## config.mk

```make
export PLATFORM = sky130hd
export DESIGN_NAME = ext_unit_pipe
export DESIGN_NICKNAME = d
export VERILOG_FILES = /design/src/rtl/ext_unit_pipe.sv
export SDC_FILE = /design/constraint.sdc
export NUM_CORES = 1
export LEC_CHECK = 0
export ABC_AREA = 1
export CAP_MARGIN = 20
export CORE_ASPECT_RATIO = 1.1
export CORE_MARGIN = 2
export CORE_UTILIZATION = 30
export DETAILED_ROUTE_END_ITERATION = 6
export GPL_TIMING_DRIVEN = 0
export PLACE_DENSITY = 0.71
export SKIP_CTS_REPAIR_TIMING = 1
export SYNTH_ARGS = -nofsm -noshare
export SYNTH_HDL_FRONTEND = slang
export SYNTH_SLANG_ARGS = --single-unit
```

## constraint.sdc

```tcl
create_clock -name clk -period 3.8 [get_ports clk]
set_input_delay 0.38 -clock clk [delete_from_list [all_inputs] [get_ports clk]]
set_output_delay 0.38 -clock clk [all_outputs]
set_load 0.02 [all_outputs]
```

## src/rtl/ext_unit_pipe.sv

```systemverilog
// Registered immediate/jump-index extender with a one-deep valid/ready output
// register and a single-level upper-immediate prefix for two-beat constants.
module ext_unit_pipe #(
  parameter int unsigned DATA_W = 32,
  parameter int unsigned IMM_W  = 16,
  parameter int unsigned JIDX_W = 26
) (
  input  logic              clk,
  input  logic              reset,
  input  logic              flush,
  input  logic              in_valid,
  output logic              in_ready,
  input  logic [2:0]        in_op,
  input  logic [IMM_W-1:0]  in_imm,
  input  logic [JIDX_W-1:0] in_idx,
  input  logic [DATA_W-1:0] in_pc,
  output logic              out_valid,
  input  logic              out_ready,
  output logic [DATA_W-1:0] out_data,
  output logic              out_err,
  output logic              out_pfx_used,
  output logic              pfx_pending
);

  localparam int unsigned BASE_W = 2 * IMM_W;
  // Wide enough that base extension and the <<2 / <<IMM_W shifts never lose bits
  // before the final truncation to DATA_W.
  localparam int unsigned WIDE_W = DATA_W + BASE_W + 2;

  typedef enum logic [2:0] {
    OP_ZERO     = 3'd0,
    OP_SIGN     = 3'd1,
    OP_ZERO_SL2 = 3'd2,
    OP_SIGN_SL2 = 3'd3,
    OP_UPPER    = 3'd4,
    OP_JUMP     = 3'd5,
    OP_PREFIX   = 3'd6,
    OP_RSVD     = 3'd7
  } op_e;

  op_e                op;
  logic               acc;
  logic               pop;
  logic [IMM_W-1:0]   pfx;
  logic [WIDE_W-1:0]  zext;
  logic [WIDE_W-1:0]  sext;
  logic [DATA_W-1:0]  res_data;
  logic               res_err;
  logic               unused_pc;

  assign op        = op_e'(in_op);
  assign in_ready  = !flush && (!out_valid || out_ready);
  assign acc       = in_valid && in_ready;
  assign pop       = out_valid && out_ready;
  // Low PC bits are replaced by the jump index and word alignment.
  assign unused_pc = ^in_pc[JIDX_W+1:0];

  // Base value: prefix concatenated with the immediate when a prefix is pending.
  always_comb begin
    zext = '0;
    sext = '0;
    if (pfx_pending) begin
      zext = WIDE_W'({pfx, in_imm});
      sext = {{(WIDE_W-BASE_W){pfx[IMM_W-1]}}, pfx, in_imm};
    end else begin
      zext = WIDE_W'(in_imm);
      sext = {{(WIDE_W-IMM_W){in_imm[IMM_W-1]}}, in_imm};
    end
  end

  // Result selection for every op that produces an output beat.
  always_comb begin
    res_data = '0;
    res_err  = 1'b0;
    case (op)
      OP_ZERO:     res_data = DATA_W'(zext);
      OP_SIGN:     res_data = DATA_W'(sext);
      OP_ZERO_SL2: res_data = DATA_W'(zext << 2);
      OP_SIGN_SL2: res_data = DATA_W'(sext << 2);
      OP_UPPER:    res_data = DATA_W'(WIDE_W'(in_imm) << IMM_W);
      OP_JUMP:     res_data = {in_pc[DATA_W-1:JIDX_W+2], in_idx, 2'b00};
      OP_PREFIX:   res_data = '0;
      OP_RSVD:     res_err  = 1'b1;
      default:     res_err  = 1'b1;
    endcase
  end

  // Output register and prefix state; flush keeps out_data but drops everything else.
  always_ff @(posedge clk) begin
    if (reset) begin
      out_valid    <= 1'b0;
      out_data     <= '0;
      out_err      <= 1'b0;
      out_pfx_used <= 1'b0;
      pfx_pending  <= 1'b0;
      pfx          <= '0;
    end else if (flush) begin
      out_valid    <= 1'b0;
      out_err      <= 1'b0;
      out_pfx_used <= 1'b0;
      pfx_pending  <= 1'b0;
      pfx          <= '0;
    end else begin
      if (acc && op == OP_PREFIX) begin
        pfx         <= in_imm;
        pfx_pending <= 1'b1;
      end
      if (acc && op != OP_PREFIX) begin
        out_valid    <= 1'b1;
        out_data     <= res_data;
        out_err      <= res_err;
        out_pfx_used <= pfx_pending;
        pfx_pending  <= 1'b0;
      end else if (pop) begin
        out_valid <= 1'b0;
      end
    end
  end

endmodule
```

### Word-level counts from Yosys, hierarchy flattened

Index checks and enable logic that the tools add are counted.

* muxes and demuxes: 6
* equal/unequal tests: 8
* reduce and logical (&&, ||, !) cells: 13
* multipliers: 0
* shift-type cells: 0
* add/sub/neg operators: 0
* magnitude comparators: 0
* div/mod/pow operators: 0
* bitwise gates (word level): 1

Operators with widths (count)
* $pmux 32 s6: 1
* $mux 32: 2
* $eq 3x3->1 const B: 4
* $eq 3x2->1 const B: 2
* $logic_and 1x1->1: 5
* $eq 3x1->1 const B: 1
* $logic_not 3->1: 1
* $mux 1: 3
* $ne 3x3->1 const B: 1
* $reduce_or 3->1: 1
* $logic_not 1->1: 2
* $reduce_and 2->1: 1
* $reduce_bool 2->1: 1
* $reduce_or 2->1: 1
* $logic_or 1x1->1: 1
* $not 1->1: 1

* memory bits (read-only): 0
* register bits after elaboration: 52
* logic and storage cells: 34
* memories: 0
* bits in writable memories: 0
* input port bits: 82
* bits in latches: 0
* output and inout port bits: 37

### Depth between registers and ports, before layout

* word-level depth: 6
* depth in mapped cells: 9
* depth with buffers taken out: 8

### Worst setup path before layout

Ideal clock, no wire load.

* path type: register to register
* from: register out_valid
* to: register out_data[19]
* required time: 3.683 ns
* library setup time: 0.117 ns
* stages on the path, launching flop included: 10
* data arrival time: 1.571 ns
* buffers on the path: 1
* path slack: 2.112 ns
* period minus slack after synthesis: 1.688 ns
* cell sequence: dfxtp_1 -> inv_1 -> nor2_1 -> nor2_1 -> nand2_2 -> nor2_2 -> buf_4 -> nand2_2 -> nor2_1 -> nor2_1

* word-level cells in the longest chain between the ends: 6

Ends and longest elaborated chain
* start: declaration: RTL line 17 `output logic out_valid,`
* start signal: assignment: RTL line 91 `out_valid <= 1'b0;`
* start signal: assignment: RTL line 98 `out_valid <= 1'b0;`
* start signal: assignment: RTL line 109 `out_valid <= 1'b1;`
* $logic_not 1->1: RTL line 52 `assign in_ready = !flush && (!out_valid || out_ready);`
* $logic_or 1x1->1: RTL line 52
* $logic_and 1x1->1: RTL line 52
* named net in_ready: RTL line 12 `output logic in_ready,`
* $logic_and 1x1->1: RTL line 53 `assign acc = in_valid && in_ready;`
* $logic_and 1x1->1: RTL line 108 `if (acc && op != OP_PREFIX) begin`
* $reduce_and 2->1 (no source line)
* end signal: assignment: RTL line 110 `out_data <= res_data;`
* end: declaration: RTL line 19 `output logic [DATA_W-1:0] out_data,`

The timed path passes the listed nets, and every way through them passes these cells.
A chain may end at the register's enable or synchronous reset.

### Worst setup path after layout

* from: input port out_ready
* to: output port in_ready

* word-level cells in the longest chain between the ends: 2

Ends and longest elaborated chain
* start: declaration: RTL line 18 `input logic out_ready,`
* $logic_or 1x1->1: RTL line 52
* $logic_and 1x1->1: RTL line 52
* end: declaration: RTL line 12

Every way passes these cells.

==> impl_metrics.json <==
{
  "status": "finished clean",
  "diodes": 0,
  "p_per_area_mw_per_mm2": 315,
  "rsz0062_at_grt": "false",
  "path_cells": "clkdlybuf4s50_1 -> nor2_1 -> nor2_1 -> clkdlybuf4s50_1",
  "crit_slowest_cell": "clkdlybuf4s50_1",
  "hold_path_class": "reg -> reg",
  "synth_area_mm2": 0.00268,
  "final.period_utilization_pct": 54.0,
  "yosys.area.top_type": "dfxtp_1",
  "clockBufferDepth": 2,
  "cts_htree_levels": 2,
  "synth_area_leaders": "dfxtp_1 (39%), nand2_1 (18%), nor2_1 (8.3%), o21ai_0 (6.7%), a21oi_1 (5.8%)",
  "tightest_slew_ns": 0.548,
  "cts_tree": "done",
  "p_leak_nw": 1.58,
  "clk_latency_ns": 0.31,
  "slew_violations": 0,
  "die_x_um": 94.0,
  "crit_buf_inv": 2,
  "ys.flop_type": "dfxtp_1",
  "path_max_fanout": 2,
  "drt_first_pass_iters": 4,
  "ios": 119,
  "hpwl_um": 7210,
  "synth_fp_nets": 504,
  "wl_per_cell_um": 14.1,
  "ir_drop_v": 0.000163,
  "fmax_mhz": 488,
  "crit_family": "buffers and inverters",
  "cp_slowest_stage_delay_ns": 0.63,
  "initial_utilization_pct": 30.5,
  "nNetsFinal": 601,
  "rows": 36,
  "fin_skew_ns": 0.00931,
  "antenna_left": 0,
  "path_class": "in -> out",
  "synth-seq-cells": 52,
  "routabilityCongestion": 0.945,
  "synth_area_per_cell_um2": 6.34,
  "drtIter0Drc": 191,
  "final_common_cell": "nand2_1",
  "cp-start-kind": "input port",
  "syn_inst": 422,
  "grt_pass1_wl_um": 14000,
  "max_cap_viol_count": 0,
  "tns_ns": 0,
  "cts_buffers": 5,
  "critPathArrivalTime_ns": 1.67,
  "clockRootBuffer": "clkbuf_8",
  "antenna_found_initial": 0,
  "wl_um": 8940,
  "yosysTopAreaCellShare_pct": 38.9,
  "grt_usage_pct": 18.3,
  "vias": 3051,
  "die_area_mm2": 0.00969,
  "synth.distinct_cells": 23,
  "relSlewSlack_pct": 63.3,
  "routed_via_density": 4.81,
  "fin_area_mm2": 0.00383,
  "finalSetupViolations": 0,
  "synth-edff-count": 0,
  "layout-drive-gt1-share_pct": 6.54,
  "hold_viol_final": 0,
  "fp.dieH_um": 103,
  "drc": 0,
  "clock_sinks": 52,
  "layout_common_cells": "nand2_1 (130), clkdlybuf4s50_1 (90), nor2_1 (59)",
  "port_buffers": 90,
  "layout_min_cycle_time_ns": 2.05,
  "async_reset_ff_share_pct": 0,
  "critPathRequiredTime_ns": 3.42,
  "synth_warnings": 0,
  "grt_pass1_vias": 2930,
  "place_area_mm2": 0.00372,
  "cts.clk_slew.worst_paths_ns": 0.10,
  "syn2layout_area_growth_pct": 43.2,
  "grt_max_degree": 17,
  "endpoint_kind": "output pin",
  "yosysSeqAreaShare_pct": 38.9,
  "core_mm2": 0.00878,
  "grt.overflow.total": 0
}
synth_stat cells, types with 2 or more instances:
cell,n
clkbuf_1,8
inv_2,5
nor2_2,3
o21ai_1,4
o21ai_0,36
a21oi_1,31
dfxtp_1,52
nand4_1,2
a22oi_1,7
nand3_1,30
buf_2,10
buf_6,2
nor2_1,59
nand2_1,130
nor3_1,9
inv_1,26
nand2_2,2
sequential cells by signal, summed over array words and instances (netlist names):
name and flops:
out_pfx_used 1, pfx_pending 1, out_err 1, out_data 32, out_valid 1, pfx 16
worst reg2reg max path: stages (launching register included):
cell and delay (ns):
dfxtp_1 0.36, buf_2 0.21, buf_1 0.35, nand2_1 0.14, nor3_1 0.19, a21oi_1 0.09, nand3_1 0.11, nor2_1 0.05
nor2_1 0.09
power by group:
group / leakage [nW] / internal [mW] / switching [mW]
sequential: 0.422 / 0.563 / 0.0102
combinational: 1.11 / 0.114 / 0.134
clock: 0.0541 / 0.195 / 0.189
total: 1.58 / 0.873 / 0.333
routing by layer:
| metal | track usage, % | wire, um | part of all wire (%) |
|---|---|---|---|
| met1 | 23.3 | 3880 | 43 |
| met3 | 2.56 | 441 | 4.9 |
| met2 | 32.0 | 4460 | 50 |
| met5 | 0 | 0 | 0 |
| met4 | 5.80 | 150 | 1.7 |
logic make-up after synthesis:
group | count (synthesis) | share of synthesized area (%)
AO/OA/AOI/OAI | 80 | 16.0
buffers and inverters | 53 | 8.61
flip-flops | 52 | 38.9
AND/OR/NAND/NOR | 237 | 36.5
per-stage QoR:
step / worst slack, ns / instances / hold WS (ns) / utilization, % / power [mW]
floorplan: 2.11 / 422 / 0.443 / - / 0.698
global placement: 1.61 / 626 / 0.456 / 42.3 / 0.830
detailed placement: 1.58 / 626 / 0.458 / 42.3 / 0.832
CTS: 1.73 / 634 / 0.470 / 43.6 / 1.21
global route: 1.70 / 634 / 0.490 / 43.6 / 1.25
finish: 1.75 / 634 / 0.470 / 43.6 / 1.21
final timing paths:
path	start	end	slack, ns	depth (start not counted)
worst max-delay path	out_ready	in_ready	1.75	4
worst min-delay path	out_data[0]$_SDFFE_PP0P_	out_data[0]$_SDFFE_PP0P_	0.47	2
worst max register to register	pfx_pending$_SDFFE_PP0P_	out_data[19]$_SDFFE_PP0P_	2.17	8
worst min register to register	out_data[0]$_SDFFE_PP0P_	out_data[0]$_SDFFE_PP0P_	0.47	2
area by class of cell:
type | count | area (um2)
Timing Repair Buffer | 90 | 901
Sequential cell | 52 | 1040
Tap cell | 114 | 143
Multi-Input combinational cell | 317 | 1400
Clock buffer | 5 | 68.8
Inverter | 31 | 116
Fill cell | 918 | 4950
Buffer | 22 | 114
Clock inverter | 3 | 42.5
(Power assumes the default switching activity.)
